$ cat config.mk
export PLATFORM = sky130hd
export DESIGN_NAME = ex_stage
export DESIGN_NICKNAME = d
export VERILOG_FILES = /design/src/rtl/ex_stage.sv
export SDC_FILE = /design/constraint.sdc
export NUM_CORES = 1
export LEC_CHECK = 0
export BUFFER_PORTS_ARGS = -buffer_cell sky130_fd_sc_hd__buf_2
export CAP_MARGIN = 20
export CORE_ASPECT_RATIO = 1.1
export CORE_UTILIZATION = 50
export DETAILED_ROUTE_END_ITERATION = 10
export PLACE_DENSITY = 0.79
export SLEW_MARGIN = 0
export SYNTH_ARGS = -nofsm -noshare
export SYNTH_HDL_FRONTEND = slang
export SYNTH_SLANG_ARGS = --single-unit
$ cat constraint.sdc
create_clock -name CLOCK -period 0.8 [get_ports CLOCK]
set_clock_uncertainty 0.2 [all_clocks]
set_input_delay 0.16 -clock CLOCK [delete_from_list [all_inputs] [get_ports CLOCK]]
set_output_delay 0.16 -clock CLOCK [all_outputs]
set_load 0.03 [all_outputs]
$ cat src/rtl/ex_stage.sv
// Execute stage: ALU, destination select and branch resolution, registered into EX/MEM.
// Define EX_MULT_EN to add the iterative shift-add multiplier that stalls upstream while busy.
module ex_stage (
  input  logic        CLOCK,
  input  logic        RESET_N,
  input  logic        Flush_In,
  input  logic        RegWriteEN_In,
  input  logic        Mem2RegSEL_In,
  input  logic        MemWriteEN_In,
  input  logic        Beq_In,
  input  logic        Bne_In,
  input  logic        RegDstSEL_In,
  input  logic [4:0]  ALUCtrl_In,
  input  logic [4:0]  ALUSrc_In,
  input  logic [31:0] RegData1_In,
  input  logic [31:0] RegData2_In,
  input  logic [31:0] PCAddr_In,
  input  logic [15:0] Imm_In,
  input  logic [4:0]  RTAddr_In,
  input  logic [4:0]  RDAddr_In,
  input  logic [4:0]  Shamt_In,
  output logic        RegWriteEN_Out,
  output logic        Mem2RegSEL_Out,
  output logic        MemWriteEN_Out,
  output logic [31:0] ALUResult_Out,
  output logic [31:0] StoreData_Out,
  output logic [4:0]  WriteAddr_Out,
  output logic        BranchTaken_Out,
  output logic [31:0] BranchTarget_Out,
  output logic        Stall_Out
);

  localparam logic [4:0] OP_ADD  = 5'd0;
  localparam logic [4:0] OP_SUB  = 5'd1;
  localparam logic [4:0] OP_AND  = 5'd2;
  localparam logic [4:0] OP_OR   = 5'd3;
  localparam logic [4:0] OP_XOR  = 5'd4;
  localparam logic [4:0] OP_NOR  = 5'd5;
  localparam logic [4:0] OP_SLT  = 5'd6;
  localparam logic [4:0] OP_SLTU = 5'd7;
  localparam logic [4:0] OP_SLL  = 5'd8;
  localparam logic [4:0] OP_SRL  = 5'd9;
  localparam logic [4:0] OP_SRA  = 5'd10;

  logic [31:0] op_a;
  logic [31:0] op_b;
  logic [31:0] imm_sext;
  logic [31:0] alu_res;
  logic [31:0] result_sel;
  logic        br_taken;
  logic [31:0] br_target;
  logic [4:0]  wr_addr;
  logic        unused_alusrc;

  assign unused_alusrc = ALUSrc_In[4];
  assign imm_sext      = {{16{Imm_In[15]}}, Imm_In};
  assign op_a          = ALUSrc_In[2] ? {27'b0, Shamt_In} : RegData1_In;

  // Lowest set select bit wins when several immediate forms are requested.
  always_comb begin
    op_b = RegData2_In;
    if (ALUSrc_In[0])      op_b = imm_sext;
    else if (ALUSrc_In[1]) op_b = {16'b0, Imm_In};
    else if (ALUSrc_In[3]) op_b = {Imm_In, 16'b0};
  end

  always_comb begin
    alu_res = 32'b0;
    case (ALUCtrl_In)
      OP_ADD:  alu_res = op_a + op_b;
      OP_SUB:  alu_res = op_a - op_b;
      OP_AND:  alu_res = op_a & op_b;
      OP_OR:   alu_res = op_a | op_b;
      OP_XOR:  alu_res = op_a ^ op_b;
      OP_NOR:  alu_res = ~(op_a | op_b);
      OP_SLT:  alu_res = {31'b0, $signed(op_a) < $signed(op_b)};
      OP_SLTU: alu_res = {31'b0, op_a < op_b};
      OP_SLL:  alu_res = op_b << op_a[4:0];
      OP_SRL:  alu_res = op_b >> op_a[4:0];
      OP_SRA:  alu_res = $signed(op_b) >>> op_a[4:0];
      default: alu_res = 32'b0;
    endcase
  end

  assign br_taken  = (Beq_In & (RegData1_In == RegData2_In)) |
                     (Bne_In & (RegData1_In != RegData2_In));
  assign br_target = PCAddr_In + {imm_sext[29:0], 2'b00};
  assign wr_addr   = RegDstSEL_In ? RDAddr_In : RTAddr_In;

`ifdef EX_MULT_EN
  localparam logic [4:0] OP_MUL = 5'd11;

  typedef enum logic [1:0] {ST_IDLE, ST_BUSY, ST_DONE} mul_state_e;

  mul_state_e  state_q;
  logic [31:0] acc_q;
  logic [31:0] mcand_q;
  logic [31:0] mplier_q;
  logic [5:0]  cnt_q;

  assign Stall_Out = RESET_N & ~Flush_In &
                     (((state_q == ST_IDLE) && (ALUCtrl_In == OP_MUL)) || (state_q == ST_BUSY));
  assign result_sel = (state_q == ST_DONE) ? acc_q : alu_res;

  always_ff @(posedge CLOCK or negedge RESET_N) begin
    if (!RESET_N) begin
      state_q  <= ST_IDLE;
      acc_q    <= 32'b0;
      mcand_q  <= 32'b0;
      mplier_q <= 32'b0;
      cnt_q    <= 6'd0;
    end else if (Flush_In) begin
      state_q <= ST_IDLE;
    end else begin
      case (state_q)
        ST_IDLE: begin
          if (ALUCtrl_In == OP_MUL) begin
            mcand_q  <= op_a;
            mplier_q <= op_b;
            acc_q    <= 32'b0;
            cnt_q    <= 6'd0;
            state_q  <= ST_BUSY;
          end
        end
        ST_BUSY: begin
          if (mplier_q[0]) acc_q <= acc_q + mcand_q;
          mcand_q  <= mcand_q << 1;
          mplier_q <= mplier_q >> 1;
          cnt_q    <= cnt_q + 6'd1;
          if (cnt_q == 6'd31) state_q <= ST_DONE;
        end
        ST_DONE:  state_q <= ST_IDLE;
        default:  state_q <= ST_IDLE;
      endcase
    end
  end
`else
  assign Stall_Out  = 1'b0;
  assign result_sel = alu_res;
`endif

  always_ff @(posedge CLOCK or negedge RESET_N) begin
    if (!RESET_N) begin
      RegWriteEN_Out   <= 1'b0;
      Mem2RegSEL_Out   <= 1'b0;
      MemWriteEN_Out   <= 1'b0;
      ALUResult_Out    <= 32'b0;
      StoreData_Out    <= 32'b0;
      WriteAddr_Out    <= 5'd0;
      BranchTaken_Out  <= 1'b0;
      BranchTarget_Out <= 32'b0;
    end else if (Flush_In || Stall_Out) begin
      RegWriteEN_Out   <= 1'b0;
      Mem2RegSEL_Out   <= 1'b0;
      MemWriteEN_Out   <= 1'b0;
      ALUResult_Out    <= 32'b0;
      StoreData_Out    <= 32'b0;
      WriteAddr_Out    <= 5'd0;
      BranchTaken_Out  <= 1'b0;
      BranchTarget_Out <= 32'b0;
    end else begin
      RegWriteEN_Out   <= RegWriteEN_In;
      Mem2RegSEL_Out   <= Mem2RegSEL_In;
      MemWriteEN_Out   <= MemWriteEN_In;
      ALUResult_Out    <= result_sel;
      StoreData_Out    <= RegData2_In;
      WriteAddr_Out    <= wr_addr;
      BranchTaken_Out  <= br_taken;
      BranchTarget_Out <= br_target;
    end
  end

endmodule

==> results of run 1 <==
[cells in the mapped netlist (17+ instances only)]
cell      instances  area, µm²
o211ai_1         44        330
nor3_1           51        255
nor2_1          203        762
nor4_1           20        125
nand2_1         180        676
inv_1           101        379
buf_2            26        130
o21bai_1         17        128
a221oi_1         32        280
o22ai_1          24        150
ha_1            132       1650
a31oi_1          38        238
mux2_2           26        293
nand3_1          45        225
mux2i_1          68        681
dfrtp_1         105       2630
a21o_1           23        173
o21ai_0         137        686
xor2_1           41        359
clkbuf_1         87        327
nand2b_1         39        244
a211oi_1         29        218
xnor2_1          30        263
a21oi_1         161        806
nor2b_1          48        300
[through the flow]
stage	instance area (µm²)	hold slack, ns	TNS, ns
2_1_floorplan	15700	-0.336	-112.59
3_3_place_gp	22000	-0.192	-180.09
3_5_place_dp	22000	-0.193	-184.41
4_1_cts	25100	-0.182	-194.58
[cell families after synthesis]
logic type                 after synthesis  share of synthesized area [%]
DFF                                    105                           17.7
muxes                                   98                           6.96
adders and majority gates              135                           11.6
AOI/OAI and AO/OA                      670                           30.6
other                                    1                         0.0253
buffers and inverters                  245                           7.06
xor gates and xnor gates                72                           4.31
and+or+nand+nor                        672                           21.7
[per-layer routing]
metal,GRT overflow,GRT usage (%)
met5,7,54.4
met4,182,92.0
met3,30,77.3
met2,274,101
met1,14,85.4
[repair_timing]
action,4_1_cts
endpoints found under the hold margin,142
endpoints found under the setup margin,210
pin swaps,178
cloned,6
hold buffers,1
setup buffers,44
gates resized for setup,597
==> metrics.md, run 1 <==
| Metric | Value |
|---|---|
| Placed Cells | `3,186` |
| Netlist cell types | `100` |
| CTS Buf Count | `9` |
| Post-Syn Instances | `1,998` |
| Starting Density | `51.3%` |
| Die Wd | `166 µm` |
| Post-synth EDFFs | `0` |
| Worst slack at placement | `-3.51 ns` |
| Global Route Usage Sum | `87.9%` |
| Syn Nets | `2,279` |
| #FFs+latches synth | `105` |
| Outcome | `did not finish` |
| Post-DP HPWL | `68.3 mm` |
| Register area share after synthesis | `17.7%` |
| Primary FF master, synth | `dfrtp_1` |
| Avg Inst Size Synth | `7.41 µm²` |
| First error | `[ERROR GRT-0116] Global routing finished with congestion. Check the congestion regions in the DRC Viewer.` |
| Clk buf depth | `2` |
| Root Buffer | `clkbuf_16` |
| Number of global-route vias before repair | `27.9k` |
| # IOs | `252` |
| Htree depth | `3` |
| Exit stage | `global routing (5_1_grt)` |
| PortBufs | `249` |
| YS warnings | `0` |
| CTS sink count | `105` |
| First-pass GRT wire length | `202 mm` |
| Row cnt | `65` |
| Routability Congestion | `1.17` |
| Syn Std Cell Area | `14,800 µm²` |
| Largest net degree at the start of global routing | `51` |
| Die height | `182 µm` |
| Async SR Flop Fraction | `100%` |
| Overflow after GRT | `507` |
==> inputs of run 2 (changes only) <==
--- a/config.mk
+++ b/config.mk
@@ -7,10 +7,9 @@
 export LEC_CHECK = 0
 export BUFFER_PORTS_ARGS = -buffer_cell sky130_fd_sc_hd__buf_2
 export CAP_MARGIN = 20
-export CORE_ASPECT_RATIO = 1.1
-export CORE_UTILIZATION = 50
+export CORE_UTILIZATION = 35
 export DETAILED_ROUTE_END_ITERATION = 10
-export PLACE_DENSITY = 0.79
+export PLACE_DENSITY_LB_ADDON = 0.15
 export SLEW_MARGIN = 0
 export SYNTH_ARGS = -nofsm -noshare
 export SYNTH_HDL_FRONTEND = slang
==> run 2 against run 1 <==
The flow now finishes, with violations (negative hold slack, negative setup slack). Synthesized cell count unchanged. Area after synthesis did not move.
==> metrics.md, run 2 <==
| Metric | Value |
|---|---|
| Outcome | `complete, but fails checks` |
| Failing checks | `negative hold slack, negative setup slack` |
| Core area | `41,300 µm²` |
| Worst-path clk slew | `0.09 ns` |
| Pins Over Slew Limit | `0` |
| CTS Buf Count | `9 (unchanged)` |
| Fin Hold WS | `-0.241 ns` |
| Commonest cells after routing, fill and taps aside | `buf_4 (747), nor2_1 (185), buf_6 (179), nand2_1 (173), buf_2 (125)` |
| DR DRC count | `0` |
| Area of the multi-input gates | `13,400 µm²` |
| Post-synth EDFFs | `0 (unchanged)` |
| Post-Syn Instances | `1,998 (unchanged)` |
| Yosys top cell area share | `17.7% (unchanged)` |
| Die height | `208 µm (+14%)` |
| Max stage delay on crit path | `0.35 ns` |
| Global Route Usage Sum | `38.0%` |
| Final wirelength | `86.5 mm` |
| Post-Layout Cell Count | `3,499` |
| Layout cells sized above 1 | `53.0%` |
| # Max-Cap Violations | `0` |
| WL per Instance | `24.7 µm` |
| Reg area | `2760 µm²` |
| Area Overhead vs Synth | `79.7%` |
| Worst slack at placement | `-3.20 ns (+0.307 ns)` |
| Post-synth top area cell | `dfrtp_1` |
| Critical Path RT | `0.91 ns` |
| Largest net degree at the start of global routing | `74` |
| Final setup TNS | `-169.05 ns` |
| Routability Congestion | `0.989 (-16%)` |
| Syn Std Cell Area | `14,800 µm² (unchanged)` |
| CTS Hold Bufs | `1 (unchanged)` |
| Setup crit end kind | `flip-flop` |
| CTS sink count | `105 (unchanged)` |
| Leakage power | `12.2 nW` |
| Fin crit share | `420%` |
| # setup viols final | `221` |
| Crit Path Class | `in -> reg` |
| Async SR Flop Fraction | `100% (unchanged)` |
| Hold Crit Class | `in -> reg` |
| Overflow after GRT | `0` |
| # IOs | `252 (unchanged)` |
| Slowest stage cell, crit path | `fa_2` |
| Starting Density | `35.9% (-15 points)` |
| Post-DP HPWL | `66.4 mm (-2.7%)` |
| PD cells | `1180 nW/µm²` |
| Cells taking the most area after synthesis | `dfrtp_1 (18%), ha_1 (11%), a21oi_1 (5.4%), nor2_1 (5.1%), o21ai_0 (4.6%)` |
| Peak supply drop | `0.00120 V` |
| Hold depth | `2` |
| Most common cell after layout, fill and taps aside | `buf_4` |
| PortBufs | `249 (unchanged)` |
| Critical path depth | `17` |
| Top cells by count, synth | `nor2_1 (203), nand2_1 (180), a21oi_1 (161)` |
| Root Buffer | `clkbuf_16` |
| Primary FF master, synth | `dfrtp_1` |
| Netlist cell types | `100 (unchanged)` |
| Startpoint types | `input pin` |
| Iteration count of the initial detailed-routing pass | `5` |
| Worst rel slew slack | `37.9%` |
| Initial antenna violation count | `3` |
| Avg Inst Size Synth | `7.41 µm² (unchanged)` |
| Vias per cell | `5.86` |
| Row cnt | `74 (+14%)` |
| Clk buf depth | `2 (unchanged)` |
| Slew @ Worst Pin | `0.931 ns` |
| Initial DRC Count | `2,302` |
| Largest registers | `ALUResult_Out: 32 flops, BranchTarget_Out: 32 flops, StoreData_Out: 32 flops` |
| CTS tree | `done` |
| Min Tclk post-route | `3.36 ns` |
| Top-count cell post-synth | `nor2_1` |
| Layout fillers | `3,474` |
| First-pass GRT wire length | `123 mm` |
| Power Total | `31.4 mW` |
| Die Wd | `208 µm (+25%)` |
| CP Buf/Inv Count | `3` |
| YS warnings | `0 (unchanged)` |
| Final #Nets | `3,241` |
| Setup WS post-layout | `-2.56 ns` |
| WP data arrival | `3.47 ns` |
| Most used cell, CP | `buf_12` |
| Syn Nets | `2,279 (unchanged)` |
| Final Hold Vio Count | `45` |
| Htree depth | `3 (unchanged)` |
| Die ar. | `43,100 µm²` |
| Critical path cell sequence | `buf_12 -> or2_4 -> buf_12 -> a21oi_4 -> inv_2 -> ha_4 -> fa_2 -> o21ba_4 -> o2111ai_4 -> nand3_2 -> nor4_2 -> or4_4 -> a211oi_4 -> o211a_4 -> o311a_1 -> o21ai_1 -> a21oi_2` |
| Critical Path Fanout Max | `7` |
| Fmax | `0.298 GHz` |
| DR vias | `20.5k` |
| Placed Cells | `3,379 (+6.1%)` |
| Register area share after synthesis | `17.7% (unchanged)` |
| Number of global-route vias before repair | `19.7k` |
| RSZ-0062 raised after global routing | `true` |
| Top delay family on crit path | `compound AO/OA/AOI/OAI gates` |
| Number of routed nets with antenna violations | `0` |
| Finished Core Util | `64.4%` |
| #FFs+latches synth | `105 (unchanged)` |
## run 2: worst paths after layout
kind,startpoint,to
max,ALUSrc_In[1],ALUResult_Out[28]$_DFF_PN0_
min,Mem2RegSEL_In,Mem2RegSEL_Out$_DFF_PN0_
max in group asynchronous,RESET_N,ALUResult_Out[17]$_DFF_PN0_
min in group asynchronous,RESET_N,BranchTarget_Out[8]$_DFF_PN0_
## run 2: what timing repair did
action	in CTS	in global routing
resized for setup	527	170
gates cloned	4	4
buffers inserted	64	51
endpoints found under the setup margin	167	224
pin swaps	135	134
hold endpoints to repair	151	46
## run 2: kinds of logic after synthesis
kind of cell,synth area share (%)
AOI/OAI and AO/OA,30.6
xor gates and xnor gates,4.31
adders and majority gates,11.6
buffers and inverters,7.06
DFF,17.7
muxes,6.96
other,0.0253
and+or+nand+nor,21.7
## run 2: through the flow
| stage | cell area, µm² | hold WS [ns] |
|---|---|---|
| 6_report | 26600 | -0.241 |
| 3_3_place_gp | 22500 | -0.0831 |
| 2_1_floorplan | 15700 | -0.336 |
| 3_5_place_dp | 22500 | -0.0834 |
| 4_1_cts | 25400 | -0.247 |
| 5_1_grt | 26600 | -0.217 |
## run 2: cell type report
| type | count | share of cell area, % |
|---|---|---|
| Antenna cell | 3 | 0.0282 |
| Clock buffer | 9 | 0.846 |
| Clock inverter | 6 | 0.230 |
| Inverter | 102 | 1.46 |
| Multi-Input combinational cell | 1648 | 50.3 |
| Sequential cell | 105 | 10.4 |
| Tap cell | 532 | 2.50 |
| Timing Repair Buffer | 1094 | 34.2 |
## run 2: power by group
part           total [mW]  internal [mW]  switching [mW]
clock                5.03           2.19            2.85
combinational        20.4           9.54            10.9
sequential           5.93           5.73           0.203
total                31.4           17.5            13.9
## run 2: layer usage
metal / wire length, µm / track usage [%] / vias to the layer above
li1: - / - / 9225
met1: 36800 / 51.7 / 9962
met2: 38100 / 59.3 / 1085
met3: 6970 / 5.75 / 224
met4: 4650 / 17.0 / 0
met5: 0 / 0 / -
(Power assumes the default switching activity.)
